<file path="src/rtl/riscv_pkg.sv">
// Shared core types: register address/data widths and the writeback entry
// carried between the writeback stage and the register file.
package riscv_pkg;

   localparam int XLEN = 32;
   localparam int AW   = 5;

   typedef logic [AW-1:0]   reg_addr_t;
   typedef logic [XLEN-1:0] xlen_t;

   typedef struct packed {
      reg_addr_t addr;
      xlen_t     data;
   } wb_entry_t;

   localparam int WB_ENTRY_W = $bits(wb_entry_t);

endpackage

</file>
<file path="src/rtl/regfile_write_queue_fwd.sv">
// Youngest-match search over the pending writeback entries, walking from the
// head (oldest) towards the tail so the last match found is the youngest.
module regfile_write_queue_fwd
   import riscv_pkg::*;
#(
   parameter int DEPTH = 4,
   parameter int PW    = $clog2(DEPTH),
   parameter int CW    = PW + 1
) (
   input  logic [DEPTH*WB_ENTRY_W-1:0] entries_i,
   input  logic [PW-1:0]               rd_ptr_i,
   input  logic [CW-1:0]               count_i,
   input  logic [AW-1:0]               addr_i,
   output logic                        hit_o,
   output logic [XLEN-1:0]             data_o
);

   wb_entry_t [DEPTH-1:0] ent_s;
   logic [PW-1:0]         idx_s;
   logic                  match_s;

   assign ent_s = entries_i;

   // Scan occupied slots oldest-first; later matches override earlier ones
   always_comb begin
      hit_o   = 1'b0;
      data_o  = '0;
      idx_s   = '0;
      match_s = 1'b0;
      for (int i = 0; i < DEPTH; i++) begin
         idx_s   = rd_ptr_i + PW'(i);
         match_s = (CW'(i) < count_i) && (ent_s[idx_s].addr == addr_i) && (addr_i != '0);
         hit_o   = hit_o | match_s;
         data_o  = match_s ? ent_s[idx_s].data : data_o;
      end
   end

endmodule

</file>
<file path="src/rtl/regfile_write_queue.sv">
// Writeback queue in front of the 32x32 register file: FIFO buffering, a
// one-cycle registered write pulse per drained entry, and two forwarding ports.
module regfile_write_queue
   import riscv_pkg::*;
#(
   parameter int DEPTH = 4
) (
   input  logic                   clk,
   input  logic                   rst,
   input  logic                   enq_valid,
   output logic                   enq_ready,
   input  logic [AW-1:0]          enq_addr,
   input  logic [XLEN-1:0]        enq_data,
   input  logic                   wb_stall,
   output logic                   reg_write_enable,
   output logic [AW-1:0]          write_addr,
   output logic [XLEN-1:0]        write_data,
   input  logic [AW-1:0]          lookup_addr1,
   input  logic [AW-1:0]          lookup_addr2,
   output logic                   fwd_hit1,
   output logic                   fwd_hit2,
   output logic [XLEN-1:0]        fwd_data1,
   output logic [XLEN-1:0]        fwd_data2,
   output logic [$clog2(DEPTH):0] count,
   output logic                   empty
);

   localparam int PW = $clog2(DEPTH);
   localparam int CW = PW + 1;

   wb_entry_t [DEPTH-1:0] mem_q, mem_d;
   logic [PW-1:0]         wr_ptr_q, wr_ptr_d;
   logic [PW-1:0]         rd_ptr_q, rd_ptr_d;
   logic [CW-1:0]         count_q, count_d;
   logic                  wen_q, wen_d;
   reg_addr_t             waddr_q, waddr_d;
   xlen_t                 wdata_q, wdata_d;

   logic                  full_s, push_s, pop_s;
   logic                  qhit1_s, qhit2_s, ohit1_s, ohit2_s;
   xlen_t                 qdata1_s, qdata2_s;

   assign full_s    = (count_q == CW'(DEPTH));
   assign enq_ready = ~full_s;
   // x0 writes complete the handshake but are dropped
   assign push_s    = enq_valid && ~full_s && (enq_addr != '0);
   assign pop_s     = ~wb_stall && (count_q != '0);

   // Next-state for storage, pointers, occupancy and the output stage
   always_comb begin
      mem_d    = mem_q;
      wr_ptr_d = wr_ptr_q;
      rd_ptr_d = rd_ptr_q;
      if (push_s) begin
         mem_d[wr_ptr_q] = '{addr: enq_addr, data: enq_data};
         wr_ptr_d        = wr_ptr_q + PW'(1);
      end else begin
         wr_ptr_d = wr_ptr_q;
      end
      if (pop_s) begin
         rd_ptr_d = rd_ptr_q + PW'(1);
         wen_d    = 1'b1;
         waddr_d  = mem_q[rd_ptr_q].addr;
         wdata_d  = mem_q[rd_ptr_q].data;
      end else begin
         rd_ptr_d = rd_ptr_q;
         wen_d    = 1'b0;
         waddr_d  = waddr_q;
         wdata_d  = wdata_q;
      end
      case ({push_s, pop_s})
         2'b10:   count_d = count_q + CW'(1);
         2'b01:   count_d = count_q - CW'(1);
         default: count_d = count_q;
      endcase
   end

   // State registers with synchronous reset
   always_ff @(posedge clk) begin
      if (rst) begin
         mem_q    <= '0;
         wr_ptr_q <= '0;
         rd_ptr_q <= '0;
         count_q  <= '0;
         wen_q    <= 1'b0;
         waddr_q  <= '0;
         wdata_q  <= '0;
      end else begin
         mem_q    <= mem_d;
         wr_ptr_q <= wr_ptr_d;
         rd_ptr_q <= rd_ptr_d;
         count_q  <= count_d;
         wen_q    <= wen_d;
         waddr_q  <= waddr_d;
         wdata_q  <= wdata_d;
      end
   end

   regfile_write_queue_fwd #(.DEPTH(DEPTH)) u_fwd1 (
      .entries_i (mem_q),
      .rd_ptr_i  (rd_ptr_q),
      .count_i   (count_q),
      .addr_i    (lookup_addr1),
      .hit_o     (qhit1_s),
      .data_o    (qdata1_s)
   );

   regfile_write_queue_fwd #(.DEPTH(DEPTH)) u_fwd2 (
      .entries_i (mem_q),
      .rd_ptr_i  (rd_ptr_q),
      .count_i   (count_q),
      .addr_i    (lookup_addr2),
      .hit_o     (qhit2_s),
      .data_o    (qdata2_s)
   );

   // The output stage is older than every queued entry, so it only answers on a queue miss
   assign ohit1_s   = wen_q && (waddr_q == lookup_addr1) && (lookup_addr1 != '0);
   assign ohit2_s   = wen_q && (waddr_q == lookup_addr2) && (lookup_addr2 != '0);
   assign fwd_hit1  = qhit1_s | ohit1_s;
   assign fwd_hit2  = qhit2_s | ohit2_s;
   assign fwd_data1 = qhit1_s ? qdata1_s : (ohit1_s ? wdata_q : '0);
   assign fwd_data2 = qhit2_s ? qdata2_s : (ohit2_s ? wdata_q : '0);

   assign reg_write_enable = wen_q;
   assign write_addr       = waddr_q;
   assign write_data       = wdata_q;
   assign count            = count_q;
   assign empty            = (count_q == '0);

endmodule

</file>
<file path="config.mk">
export PLATFORM = sky130hd
export DESIGN_NAME = regfile_write_queue
export DESIGN_NICKNAME = d
export VERILOG_FILES = /design/src/rtl/riscv_pkg.sv /design/src/rtl/regfile_write_queue_fwd.sv /design/src/rtl/regfile_write_queue.sv
export SDC_FILE = /design/constraint.sdc
export NUM_CORES = 1
export LEC_CHECK = 0
export ABC_AREA = 0
export CAP_MARGIN = 0
export CELL_PAD_IN_SITES_DETAIL_PLACEMENT = 0
export CELL_PAD_IN_SITES_GLOBAL_PLACEMENT = 1
export CORE_AREA = 2 2 193 195
export DETAILED_ROUTE_END_ITERATION = 12
export DIE_AREA = 0 0 195 197
export PLACE_DENSITY_LB_ADDON = 0.1
export SYNTH_ARGS = -nofsm -noshare
export SYNTH_HDL_FRONTEND = slang
export SYNTH_SLANG_ARGS = --single-unit
</file>
<file path="constraint.sdc">
create_clock -name clk -period 6.2 [get_ports clk]
set_input_delay 1.24 -clock clk [delete_from_list [all_inputs] [get_ports clk]]
set_output_delay 1.24 -clock clk [all_outputs]
set_load 0.02 [all_outputs]
</file>
==> reports/metrics.sh <==
YS_TYPES=65
ROUTED_WIRELENGTH_UM=66300
DP_HPWL_UM=40600
P_LEAK_nW=6.10
DRTPASS1ITERATIONS=6
SLEW-LIMIT-HEADROOM=0.226
DIEWIDTH_UM=195
SYNTH_CELLS=2265
GRT.OVERFLOW.TOTAL=0
DRC=0
CTS-BUFFERS-INSERTED=17
CTS_ROOT_BUFFER='clkbuf_16'
SYNTH_AREA_UM2=16500
FMAX_GHz=0.165
SEQ_AREA_FRAC_SYNTH=0.235
TRITONCTS_CLOCK_TREE='built'
VIAS_PER_CELL=6.57
SYNTH_TOP_CELLS_BY_AREA='dfxtp_1, nand2_1, a21oi_1'
ROUTEDWLPERCELL_UM=24.0
WORST_SETUP_HOLD_PATH_CLK_SLEW_NS=0.07
FP-ROW-COUNT=70
FIRST_ITER_VIOLATIONS=2124
PLACE_CONGESTION=0.894
ANTENNA_VIOLATIONS_BEFORE_REPAIR=0
AREA_OVERHEAD_VS_SYNTH_PCT=15.5
CRITICAL_PATH_REQUIRED_NS=4.96
FINALCLOCKSKEW_NS=0.0104
POST_ROUTE_CELLS_DRIVE_ABOVE_1_SHARE=0.0909
CTS.PATH.MAX_BUFFERS=2
CORE_UM2=36300
PIN_COUNT_OF_THE_BIGGEST_NET_ENTERING_GLOBAL_ROUTING=175
GRT_FIRST_PASS_WIRELENGTH_UM=102000
TIMING.SETUP.CRITICAL_PATH_CLASS='primary input to primary output'
SYNTH.MOST_COMMON_CELL='nand2_1'
ASYNC_FLOP_SHARE=0
P_PER_AREA_nW_PER_UM2=288
SYNTH.CELLS.MOST_FREQUENT='nand2_1, a21oi_1, dfxtp_1'
QUANTITY_OF_HOLD_FIXING_BUFFERS_ADDED_AFTER_CTS=0
SLEW_VIOL_FINAL=0
OUTCOME='complete, no violations'
MAX-CAP-VIOLATIONS=0
FINAL_HOLD_VIOLATIONS=0
SETUP_VIOL_COUNT_FINAL=0
DESIGN.FINAL.NETS=2336
STARTING_DENSITY=0.454
DESIGN_AREA_UM2=19000
AREA_OF_THE_DIE_UM2=38400
ROUTE.ANTENNA.REMAINING_NETS=0
TIMING.FINAL.CRIT_PERIOD_NS=6.06
YS.FLOP_TYPE='dfxtp_1'
GRT_UTIL_ALL_LAYERS=0.342
DIE_HEIGHT_UM=197
FIN_TNS_SETUP_NS=0
POST_CTS.REPAIR.SETUP_BUFFERS=0
HTREE_NUM_LEVELS=4
MIN_PATH_TYPE='register to register'
CTS.REPAIR.RESIZED=0
POST-ROUTE-PERIOD-UTIL=0.978
POWER.TOTAL_mW=5.48
START_KIND='primary input'
TIMING_WORST_SLEW_PIN_VALUE_NS=1.16
REG2REG_DEPTH=7
IR_WORST_VDD_mV=0.277
LARGEST_FANOUT_ON_THE_CRITICAL_PATH=32
SYNTH_TOP_AREA_SHARE=0.235
POST_DP_CELL_AREA_UM2=18400
SYNTHESIS.NETS=2325
GRT_PASS1_VIAS=17198
DESIGN.PORTCOUNT=160
N_ANTENNA_CELL=0
GRT_SETUP_UNREPAIRED='no'
WORST_HOLD_PATH.NUM_CELLS=2
WORSTSETUPENDPOINTTYPE='primary output'
ROUTED-VIA-COUNT=18115
YOSYS.AREA.TOP_TYPE='dfxtp_1'
SYNTH-EDFF-COUNT=0
CLKSINKCOUNT=193
GRT-BUSIEST-LAYER='met2'
YOSYS_REGISTER_BITS=193
PLACE.PORT_BUFFERS=159
YS_WARN_COUNT=0
WORST-ENDPOINT-ARRIVAL_NS=4.82
POST_SYNTH.CELL_AREA_AVG_UM2=7.27
GLOBALROUTEMET2UTIL=0.561
GLOBALROUTEMET3UTIL=0.0500
MET1_DEMAND_TO_CAPACITY_SHARE_IN_GLOBAL_ROUTING=0.458
INSERTION_DELAY_NS=0.47
-- routing by layer --
metal,part of all wire,vias to the layer above
li1,-,8298
met1,0.42,8722
met2,0.46,952
met3,0.089,143
met4,0.029,0
met5,0,-
-- metrics by stage --
| stage | hold slack (ns) | worst slack, ns | instances | utilization |
|---|---|---|---|---|
| finish | 0.475 | 0.136 | 2757 | 0.524 |
| global route | 0.497 | 0.00734 | 2757 | 0.524 |
| CTS | 0.476 | 0.214 | 2757 | 0.524 |
| detailed placement | 0.464 | 0.233 | 2725 | 0.508 |
| global placement | 0.456 | 0.252 | 2725 | 0.508 |
| floorplan | 0.444 | 1.21 | 2265 | - |
-- sequential cells by signal, indices dropped and copies added (netlist names) --
name,cells
rd_ptr_q,2
reg_write_enable,1
wr_ptr_q,2
mem_q,148
write_data,32
count,3
write_addr,5
-- worst max-delay path, cell delays in order --
cell	delay (ns)
clkdlybuf4s50_1	0.66
xnor2_1	0.54
nor3_1	0.15
a22oi_2	0.48
or2_2	0.23
buf_12	0.24
o221ai_1	0.16
a22oi_1	0.42
clkdlybuf4s50_1	0.69
-- cell families after synthesis --
logic type | after synthesis | synth area share
flip-flops | 193 | 0.235
multiplexers | 167 | 0.139
buffers and inverters | 290 | 0.0733
AND/OR/NAND/NOR | 854 | 0.238
XOR/XNOR | 59 | 0.0314
AO/OA/AOI/OAI | 693 | 0.277
adder cells (fa/ha/maj) | 9 | 0.00684
-- final cells by class --
type,count,area [µm²]
Multi-Input combinational cell,1782,11500
Sequential cell,193,3870
Clock buffer,22,495
Clock inverter,10,96.3
Fill cell,3540,17200
Inverter,49,186
Timing Repair Buffer,233,2310
Tap cell,468,586
-- power breakdown --
group | switching (mW) | total (mW) | internal (mW)
Clock | 0.548 | 1.16 | 0.613
Sequential | 0.208 | 1.56 | 1.35
Combinational | 1.79 | 2.75 | 0.966
-- worst paths after layout --
check / to / from / slack (ns)
worst min register to register: mem_q[118] / mem_q[118] / 0.47
worst min-delay path: mem_q[118] / mem_q[118] / 0.47
worst max-delay path: fwd_data2[8] / lookup_addr2[3] / 0.14
worst max register to register: write_data[23] / rd_ptr_q[1] / 2.72
-- layout by cell type (no fill, tap or decap), types with 39 or more instances in the layout --
| cell | instances |
|---|---|
| a211oi_1 | 39 |
| nor3_1 | 46 |
| a21oi_1 | 276 |
| o22ai_1 | 51 |
| mux4_2 | 49 |
| nand2_1 | 453 |
| clkdlybuf4s50_1 | 158 |
| xnor2_1 | 40 |
| nor2_1 | 140 |
| dfxtp_1 | 191 |
| inv_1 | 47 |
| mux2i_1 | 114 |
| o21ai_0 | 44 |
| buf_4 | 61 |
(Power assumes the default switching activity.)
